**config.mk**
```make
export PLATFORM = sky130hd
export DESIGN_NAME = fetch_seq_flat
export DESIGN_NICKNAME = d
export VERILOG_FILES = /design/src/rtl/fetch_pkg.sv /design/src/rtl/fetch_seq_if.sv /design/src/rtl/fetch_skid_buf.sv /design/src/rtl/fetch_seq.sv /design/src/flat_wrapper.sv
export SDC_FILE = /design/constraint.sdc
export NUM_CORES = 1
export LEC_CHECK = 0
export BUFFER_PORTS_ARGS = -buffer_cell sky130_fd_sc_hd__buf_2
export CAP_MARGIN = 20
export CORE_MARGIN = 2
export CORE_UTILIZATION = 50
export CTS_CLUSTER_DIAMETER = 50
export DETAILED_ROUTE_END_ITERATION = 10
export PLACE_DENSITY = 0.73
export SYNTH_ARGS = -nofsm -noshare
export SYNTH_HDL_FRONTEND = slang
export SYNTH_SLANG_ARGS = --single-unit
```
**constraint.sdc**
```tcl
create_clock -name clk -period 3.1 [get_ports clk]
set_input_delay 0.31 -clock clk [delete_from_list [all_inputs] [get_ports clk]]
set_output_delay 0.31 -clock clk [all_outputs]
set_load 0.005 [all_outputs]
```
**src/rtl/fetch_pkg.sv**
```systemverilog
// Shared types for the instruction-fetch sequencer.
// RESET_PC, FSM state encoding and the IF/ID bundle.
package fetch_pkg;

  localparam logic [31:0] RESET_PC = 32'h0000_3000;

  typedef enum logic [1:0] {
    REQ  = 2'd0,
    WAIT = 2'd1,
    HOLD = 2'd2
  } fstate_e;

  typedef struct packed {
    logic        valid;
    logic [31:0] instr;
    logic [31:0] pc;
    logic [31:0] pc_plus4;
  } if_id_t;

  function automatic logic [31:0] align_w(
    input logic [31:0] a
  );
    return a & 32'hFFFF_FFFC;
  endfunction

endpackage

```
**src/rtl/fetch_seq_if.sv**
```systemverilog
// Instruction-memory request/response bundle.
// master = fetch sequencer, slave = instruction memory.
interface fetch_seq_if;

  logic        imem_req_o;
  logic [31:0] imem_addr_o;
  logic        imem_ready_i;
  logic        imem_rvalid_i;
  logic [31:0] imem_rdata_i;

  modport master (
    output imem_req_o,
    output imem_addr_o,
    input  imem_ready_i,
    input  imem_rvalid_i,
    input  imem_rdata_i
  );

  modport slave (
    input  imem_req_o,
    input  imem_addr_o,
    output imem_ready_i,
    output imem_rvalid_i,
    output imem_rdata_i
  );

endinterface

```
**src/rtl/fetch_skid_buf.sv**
```systemverilog
// One-entry instruction/pc holder, filled when a
// response lands while the hazard unit stalls IF.
module fetch_skid_buf (
  input  logic        clk,
  input  logic        rst_n,
  input  logic        i_load,
  input  logic [31:0] i_instr,
  input  logic [31:0] i_pc,
  output logic [31:0] o_instr,
  output logic [31:0] o_pc
);

  logic [31:0] r_instr;
  logic [31:0] r_pc;

  always_ff @(posedge clk) begin
    if (!rst_n) begin
      r_instr <= '0;
      r_pc    <= '0;
    end else if (i_load) begin
      r_instr <= i_instr;
      r_pc    <= i_pc;
    end
  end

  assign o_instr = r_instr;
  assign o_pc    = r_pc;

endmodule

```
**src/rtl/fetch_seq.sv**
```systemverilog
// IF sequencer: PC, single-outstanding imem fetch, redirects.
// `define DELAY_SLOT_EN keeps the post-branch instruction alive.
module fetch_seq #(
  parameter logic [31:0] RESET_PC = fetch_pkg::RESET_PC,
  parameter int          AW       = 32
) (
  input  logic          clk,
  input  logic          rst_n,
  input  logic          stall_i,
  input  logic          redir_valid_i,
  input  logic [AW-1:0] redir_target_i,
  fetch_seq_if.master   imem,
  output logic          if_valid_o,
  output logic [AW-1:0] if_instr_o,
  output logic [AW-1:0] if_pc_o,
  output logic [AW-1:0] if_pc_plus4_o,
  output logic          flush_o
);
  import fetch_pkg::*;

  fstate_e     r_state;
  logic [31:0] r_pc;
  logic [31:0] r_fetch_pc;
  logic [31:0] r_pend_tgt;
  logic        r_pend;
  logic        r_flush;
  if_id_t      r_ifid;

  logic        w_redir;
  logic        w_rsp;
  logic        w_take;
  logic        w_eff_pend;
  logic        w_kill;
  logic [31:0] w_tgt;
  logic [31:0] w_eff_tgt;
  logic [31:0] w_instr;
  logic [31:0] w_pc;
  logic [31:0] w_buf_instr;
  logic [31:0] w_buf_pc;

  assign w_redir    = redir_valid_i & ~stall_i;
  assign w_tgt      = align_w(redir_target_i);
  assign w_rsp      = (r_state == WAIT) & imem.imem_rvalid_i;
  assign w_take     = ~stall_i & (w_rsp | (r_state == HOLD));
  assign w_eff_pend = r_pend | w_redir;
  assign w_eff_tgt  = w_redir ? w_tgt : r_pend_tgt;

  assign w_instr = (r_state == HOLD) ? w_buf_instr
                                     : imem.imem_rdata_i;
  assign w_pc    = (r_state == HOLD) ? w_buf_pc
                                     : r_fetch_pc;

`ifdef DELAY_SLOT_EN
  assign w_kill = 1'b0;
`else
  // a pending redirect means this word is on the wrong path
  assign w_kill = w_eff_pend;
`endif

  fetch_skid_buf u_skid (
    .clk     (clk),
    .rst_n   (rst_n),
    .i_load  (w_rsp & stall_i),
    .i_instr (imem.imem_rdata_i),
    .i_pc    (r_fetch_pc),
    .o_instr (w_buf_instr),
    .o_pc    (w_buf_pc)
  );

  always_ff @(posedge clk) begin
    if (!rst_n) begin
      r_state    <= REQ;
      r_pc       <= RESET_PC;
      r_fetch_pc <= '0;
      r_pend     <= 1'b0;
      r_pend_tgt <= '0;
      r_ifid     <= '0;
      r_flush    <= 1'b0;
    end else begin
      r_flush <= 1'b0;
      if (w_redir) begin
        r_pend     <= 1'b1;
        r_pend_tgt <= w_tgt;
      end
      case (r_state)
        REQ: begin
          if (imem.imem_ready_i) begin
            r_fetch_pc <= r_pc;
            r_state    <= WAIT;
          end
        end
        WAIT: begin
          if (imem.imem_rvalid_i)
            r_state <= stall_i ? HOLD : REQ;
        end
        HOLD: begin
          if (!stall_i) r_state <= REQ;
        end
        default: r_state <= REQ;
      endcase
      // consuming an instruction also retires any pending redirect
      if (w_take) begin
        r_ifid <= '{
          valid:    ~w_kill,
          instr:    w_instr,
          pc:       w_pc,
          pc_plus4: w_pc + 32'd4
        };
        r_flush <= w_kill;
        r_pc    <= w_eff_pend ? w_eff_tgt
                              : w_pc + 32'd4;
        r_pend  <= 1'b0;
      end
    end
  end

  assign imem.imem_req_o  = (r_state == REQ) & rst_n;
  assign imem.imem_addr_o = r_pc;

  assign if_valid_o    = r_ifid.valid;
  assign if_instr_o    = r_ifid.instr;
  assign if_pc_o       = r_ifid.pc;
  assign if_pc_plus4_o = r_ifid.pc_plus4;
  assign flush_o       = r_flush;

endmodule

```
**src/flat_wrapper.sv**
```systemverilog
// flat-port wrapper written by rule: the top's interface ports become plain ports
module fetch_seq_flat import fetch_pkg::*;
#(
  parameter logic [31:0] RESET_PC = fetch_pkg::RESET_PC,
  parameter int          AW       = 32
)
  (clk, rst_n, stall_i, redir_valid_i, redir_target_i, if_valid_o, if_instr_o, if_pc_o, if_pc_plus4_o, flush_o, imem_imem_req_o, imem_imem_addr_o, imem_imem_ready_i, imem_imem_rvalid_i, imem_imem_rdata_i);
  fetch_seq_if imem_i ();
  input  logic clk;
  input  logic rst_n;
  input  logic stall_i;
  input  logic redir_valid_i;
  input  logic [AW-1:0] redir_target_i;
  output logic if_valid_o;
  output logic [AW-1:0] if_instr_o;
  output logic [AW-1:0] if_pc_o;
  output logic [AW-1:0] if_pc_plus4_o;
  output logic flush_o;
  output wire logic [$bits(imem_i.imem_req_o)-1:0] imem_imem_req_o;
  output wire logic [$bits(imem_i.imem_addr_o)-1:0] imem_imem_addr_o;
  input wire logic [$bits(imem_i.imem_ready_i)-1:0] imem_imem_ready_i;
  input wire logic [$bits(imem_i.imem_rvalid_i)-1:0] imem_imem_rvalid_i;
  input wire logic [$bits(imem_i.imem_rdata_i)-1:0] imem_imem_rdata_i;
  assign imem_imem_req_o = imem_i.imem_req_o;
  assign imem_imem_addr_o = imem_i.imem_addr_o;
  assign imem_i.imem_ready_i = imem_imem_ready_i;
  assign imem_i.imem_rvalid_i = imem_imem_rvalid_i;
  assign imem_i.imem_rdata_i = imem_imem_rdata_i;
  fetch_seq #(.RESET_PC(RESET_PC), .AW(AW)) u_core (.clk(clk), .rst_n(rst_n), .stall_i(stall_i), .redir_valid_i(redir_valid_i), .redir_target_i(redir_target_i), .imem(imem_i), .if_valid_o(if_valid_o), .if_instr_o(if_instr_o), .if_pc_o(if_pc_o), .if_pc_plus4_o(if_pc_plus4_o), .flush_o(flush_o));
endmodule
```
==> results.txt <==
----------------------------------------------------
[Floorplanning]
  Number of placement rows ... 53
  DIE AREA ... 22,600 sq um
  Boundary Pins ... 201
  Starting Density ... 50.9%
  Core area ... 21,000 sq um
  Horiz. Die Dim ... 150 um
  Vertical die dimension ... 150 um

[Worst setup path]
  Worst setup path startpoint ... u_core.r_state[1]$_SDFFE_PN0P_
  Start-to-end type of the worst setup path ... reg2reg
  Worst Path Arrival ... 3.26 ns
  CP startpoint kind ... flip-flop
  CP max-delay cell ... sky130_fd_sc_hd__or4_1
  Worst reg2reg path startpoint ... u_core.r_state[1]$_SDFFE_PN0P_
  Worst reg2reg setup slack ... 0.27 ns
  Number of cell instances on the worst register-to-register path ... 7
  Worst reg2reg path endpoint ... u_core.if_pc_plus4_o[28]$_SDFFE_PN0P_
  CP Data Required Time ... 3.53 ns
  Kind of capture point of the worst setup path ... flip-flop
  Max Fanout on Critical Path ... 8
  Critical Path Max Stage Delay ... 0.59 ns
  CP Cell Sequence ... and2b_2 > mux2_2 > ha_2 > o2111ai_4 > or4_1 > or3_1 > a32o_1

[Cells and area]
  Net count of the finished layout ... 1,558
  Finished Layout Cells ... 1,780
  Post-route standard cell area excluding fillers ... 12,900 sq um
  Layout overhead on the synthesized area ... 20.2%
  Fraction of layout cells with a size suffix above 1 ... 18.9%
  Count of inserted antenna diode cells ... 0
  Share of the core filled with cells ... 61.2%

[Placement]
  Placed Cells incl. Taps ... 1,730
  HPWL after DPL ... 19.9 mm
  Placed cell area ... 11,900 sq um
  Number of buffer cells added on primary ports ... 198
  Routability cong. ... 0.851

[Pwr]
  VDD IR-drop max ... 0.382 mV
  Power Dens Cells ... 585 nW/um^2
  Leak ... 5.09 nW

[Global route]
  Antenna violations before repair ... 0
  Wire length of the first global-routing pass ... 46.7 mm
  All-Layer GR Usage ... 25.7%
  Maximum number of pins on one net before global-route repair ... 214
  Grt peak-use layer ... met1
  GR Overflow Total ... 0
  Met2 usage ... 38.3%
  Met3 Usage GRT ... 3.39%
  GR Layer Usage met1 ... 39.4%
  Vias in the first global route ... 8,694

[Yosys]
  Async set or reset register ratio after synthesis ... 0%
  Warning count from the yosys run ... 0
  Synth Register Bits ... 259
  Combined area of all synthesized cells ... 10,700 sq um
  Portion of the post-synthesis area used by sequential elements ... 48.5%
  Largest cells by area after synthesis ... sky130_fd_sc_hd__dfxtp_1 (48%), sky130_fd_sc_hd__nand2_1 (14%), sky130_fd_sc_hd__a21oi_1 (7.0%)
  Top FF cell, synth ... sky130_fd_sc_hd__dfxtp_1
  Synthesized instance count ... 1,336
  Count of unique library cells instantiated by Yosys ... 55
  Number of enable flip-flop cells after synthesis ... 0
  Top-area cell type share of the netlist area ... 48.5%
  Most numerous cell types in the synthesized netlist ... sky130_fd_sc_hd__nand2_1 (390), sky130_fd_sc_hd__dfxtp_1 (259), sky130_fd_sc_hd__a21oi_1 (150)
  Count leader, synth ... sky130_fd_sc_hd__nand2_1
  Synthesized area divided by synthesized cell count ... 8.00 sq um
  Mapped Nets ... 1,407
  Cell taking the most area after synthesis ... sky130_fd_sc_hd__dfxtp_1

[Timing]
  Worst hold margin ... 0.0202 ns
  Tcrit/Tclk final ... 91.2%
  Crit path time final ... 2.83 ns
  Headroom to the max-slew limit ... 28.8%
  Slew @ Worst Pin ... 1.07 ns
  Post-route setup TNS ... 0 ns
  Final Hold Viols ... 0
  Max-slew violation count ... 0
  Maximum clock frequency ... 0.354 GHz
  Clk_skew ... 0.00842 ns
  Setup violators final ... 0
  Unrepaired setup endpoints after global routing ... false

[CTS]
  Worst-path clk slew ... 0.06 ns
  Clock tree from TritonCTS ... done
  Clock latency on the worst-skew pair ... 0.54 ns
  Largest buffer count on any clock path ... 3
  H-tree Lvls ... 1
  Inserted Clock Buffers ... 29
  Clk root buf ... sky130_fd_sc_hd__clkbuf_16
  Clock sink count ... 259

[Worst hold path]
  Tightest Hold Check Type ... in2reg
  Hold depth ... 3
  Worst Hold Endpoint ... u_core.u_skid.o_instr[16]$_SDFFE_PN0P_
  Worst hold start ... imem_imem_rdata_i[16]

[Routing]
  Vias post-DR ... 9,800
  Residual DRC count ... 0
  Router iterations before antenna repair ... 5
  Via density per instance ... 5.51
  Remaining antenna violation count after routing ... 0
  Initial detailed-routing violation count ... 748
  Final wirelength ... 29.7 mm
  Average detailed-routed wire length per instance ... 16.7 um

[Run]
  # Max-Cap Violations ... 0

[Outcome]
  Outcome ... completed

----------------------------------------------------
-- worst max-delay path, delay by kind of cell, from the launching register on --
kind            cells  cell delay (ns)
flops               1             0.47
simple gates        3             1.31
mux                 1             0.26
compound gates      2             0.43
fa+ha+maj           1             0.25
-- per-stage QoR --
step | setup WS, ns | power, mW
6_report | 0.272 | 7.52
5_1_grt | 0.0733 | 7.77
4_1_cts | 0.132 | 7.56
3_5_place_dp | 0.151 | 4.10
3_3_place_gp | 0.293 | 4.09
2_1_floorplan | 0.0218 | 3.88
-- cell type report --
cell class | instances | area (sq um)
Fill cell | 1881 | 8170
Inverter | 5 | 23.8
Clock buffer | 40 | 847
Sequential cell | 259 | 5190
Timing Repair Buffer | 221 | 1220
Clock inverter | 9 | 133
Multi-Input combinational cell | 971 | 5100
Tap cell | 275 | 344
-- power by group --
part	internal (mW)	switching, mW	leakage [nW]
Clock	2.14	1.35	0.478
Sequential	3.43	0.0632	2.10
Combinational	0.196	0.344	2.52
Total	5.76	1.75	5.09
-- metal layers --
metal | wire, um | vias up
met5 | 0 | -
met4 | 505 | 0
met3 | 2500 | 42
met2 | 12700 | 416
met1 | 14100 | 4462
li1 | - | 4880
-- cells in the final DEF, fill, tap and decap left out, drive strengths merged, types with 3 or more instances in the layout --
cell	count
a31oi	7
xor2	6
dfxtp	259
nand3b	3
nor3b	4
a21o	14
mux2i	50
a221oi	4
clkinv	3
inv	6
nor4	6
buf	220
nand4	4
a22o	6
o21ai	50
bufinv	3
nor2	112
and2	6
o211ai	4
and3	9
nand3	19
xnor2	16
nand2	390
clkbuf	40
or3	3
a311oi	33
nand2b	5
mux2	4
a211oi	30
nor3	12
a21oi	150
-- state kept, by name (all words and copies together) (netlist names) --
name,flops
u_core.flush_o,1
u_core.if_pc_plus4_o,32
u_core.r_pend,1
u_core.r_fetch_pc,32
u_core.u_skid.o_instr,32
u_core.imem.imem_addr_o,32
u_core.if_instr_o,32
u_core.if_pc_o,30
u_core.if_valid_o,1
u_core.r_pend_tgt,32
u_core.r_state,2
u_core.u_skid.o_pc,32
-- how the worst max path moves through the flow --
| stage | end | slack (ns) | depth (start not counted) |
|---|---|---|---|
| 6_report | u_core.if_pc_plus4_o[28]$_SDFFE_PN0P_ | 0.27 | 7 |
| 5_1_grt | u_core.if_pc_plus4_o[22]$_SDFFE_PN0P_ | 0.07 | 10 |
| 4_1_cts | u_core.imem.imem_addr_o[8]$_SDFFE_PN0P_ | 0.13 | 8 |
| 3_5_place_dp | u_core.imem.imem_addr_o[8]$_SDFFE_PN0P_ | 0.15 | 8 |
| 3_3_place_gp | u_core.imem.imem_addr_o[8]$_SDFFE_PN0P_ | 0.29 | 8 |
| 2_1_floorplan | u_core.if_pc_plus4_o[28]$_SDFFE_PN0P_ | 0.02 | 13 |
-- logic make-up after synthesis --
kind of cell | count (synthesis) | share of synthesized area, %
adder cells (fa/ha/maj) | 1 | 0.117
XOR/XNOR | 22 | 1.80
multiplexers | 54 | 5.34
AO/OA/AOI/OAI | 312 | 18.0
flip-flops | 259 | 48.5
buffers and inverters | 106 | 4.06
AND/OR/NAND/NOR | 582 | 22.2
-- timing repair --
action	in CTS	in global routing
hold endpoints to repair	1	0
endpoints found under the setup margin	0	5
setup buffers	0	0
resized for setup	0	1
hold buffers	1	0
Power figures use the tool's default switching activity.
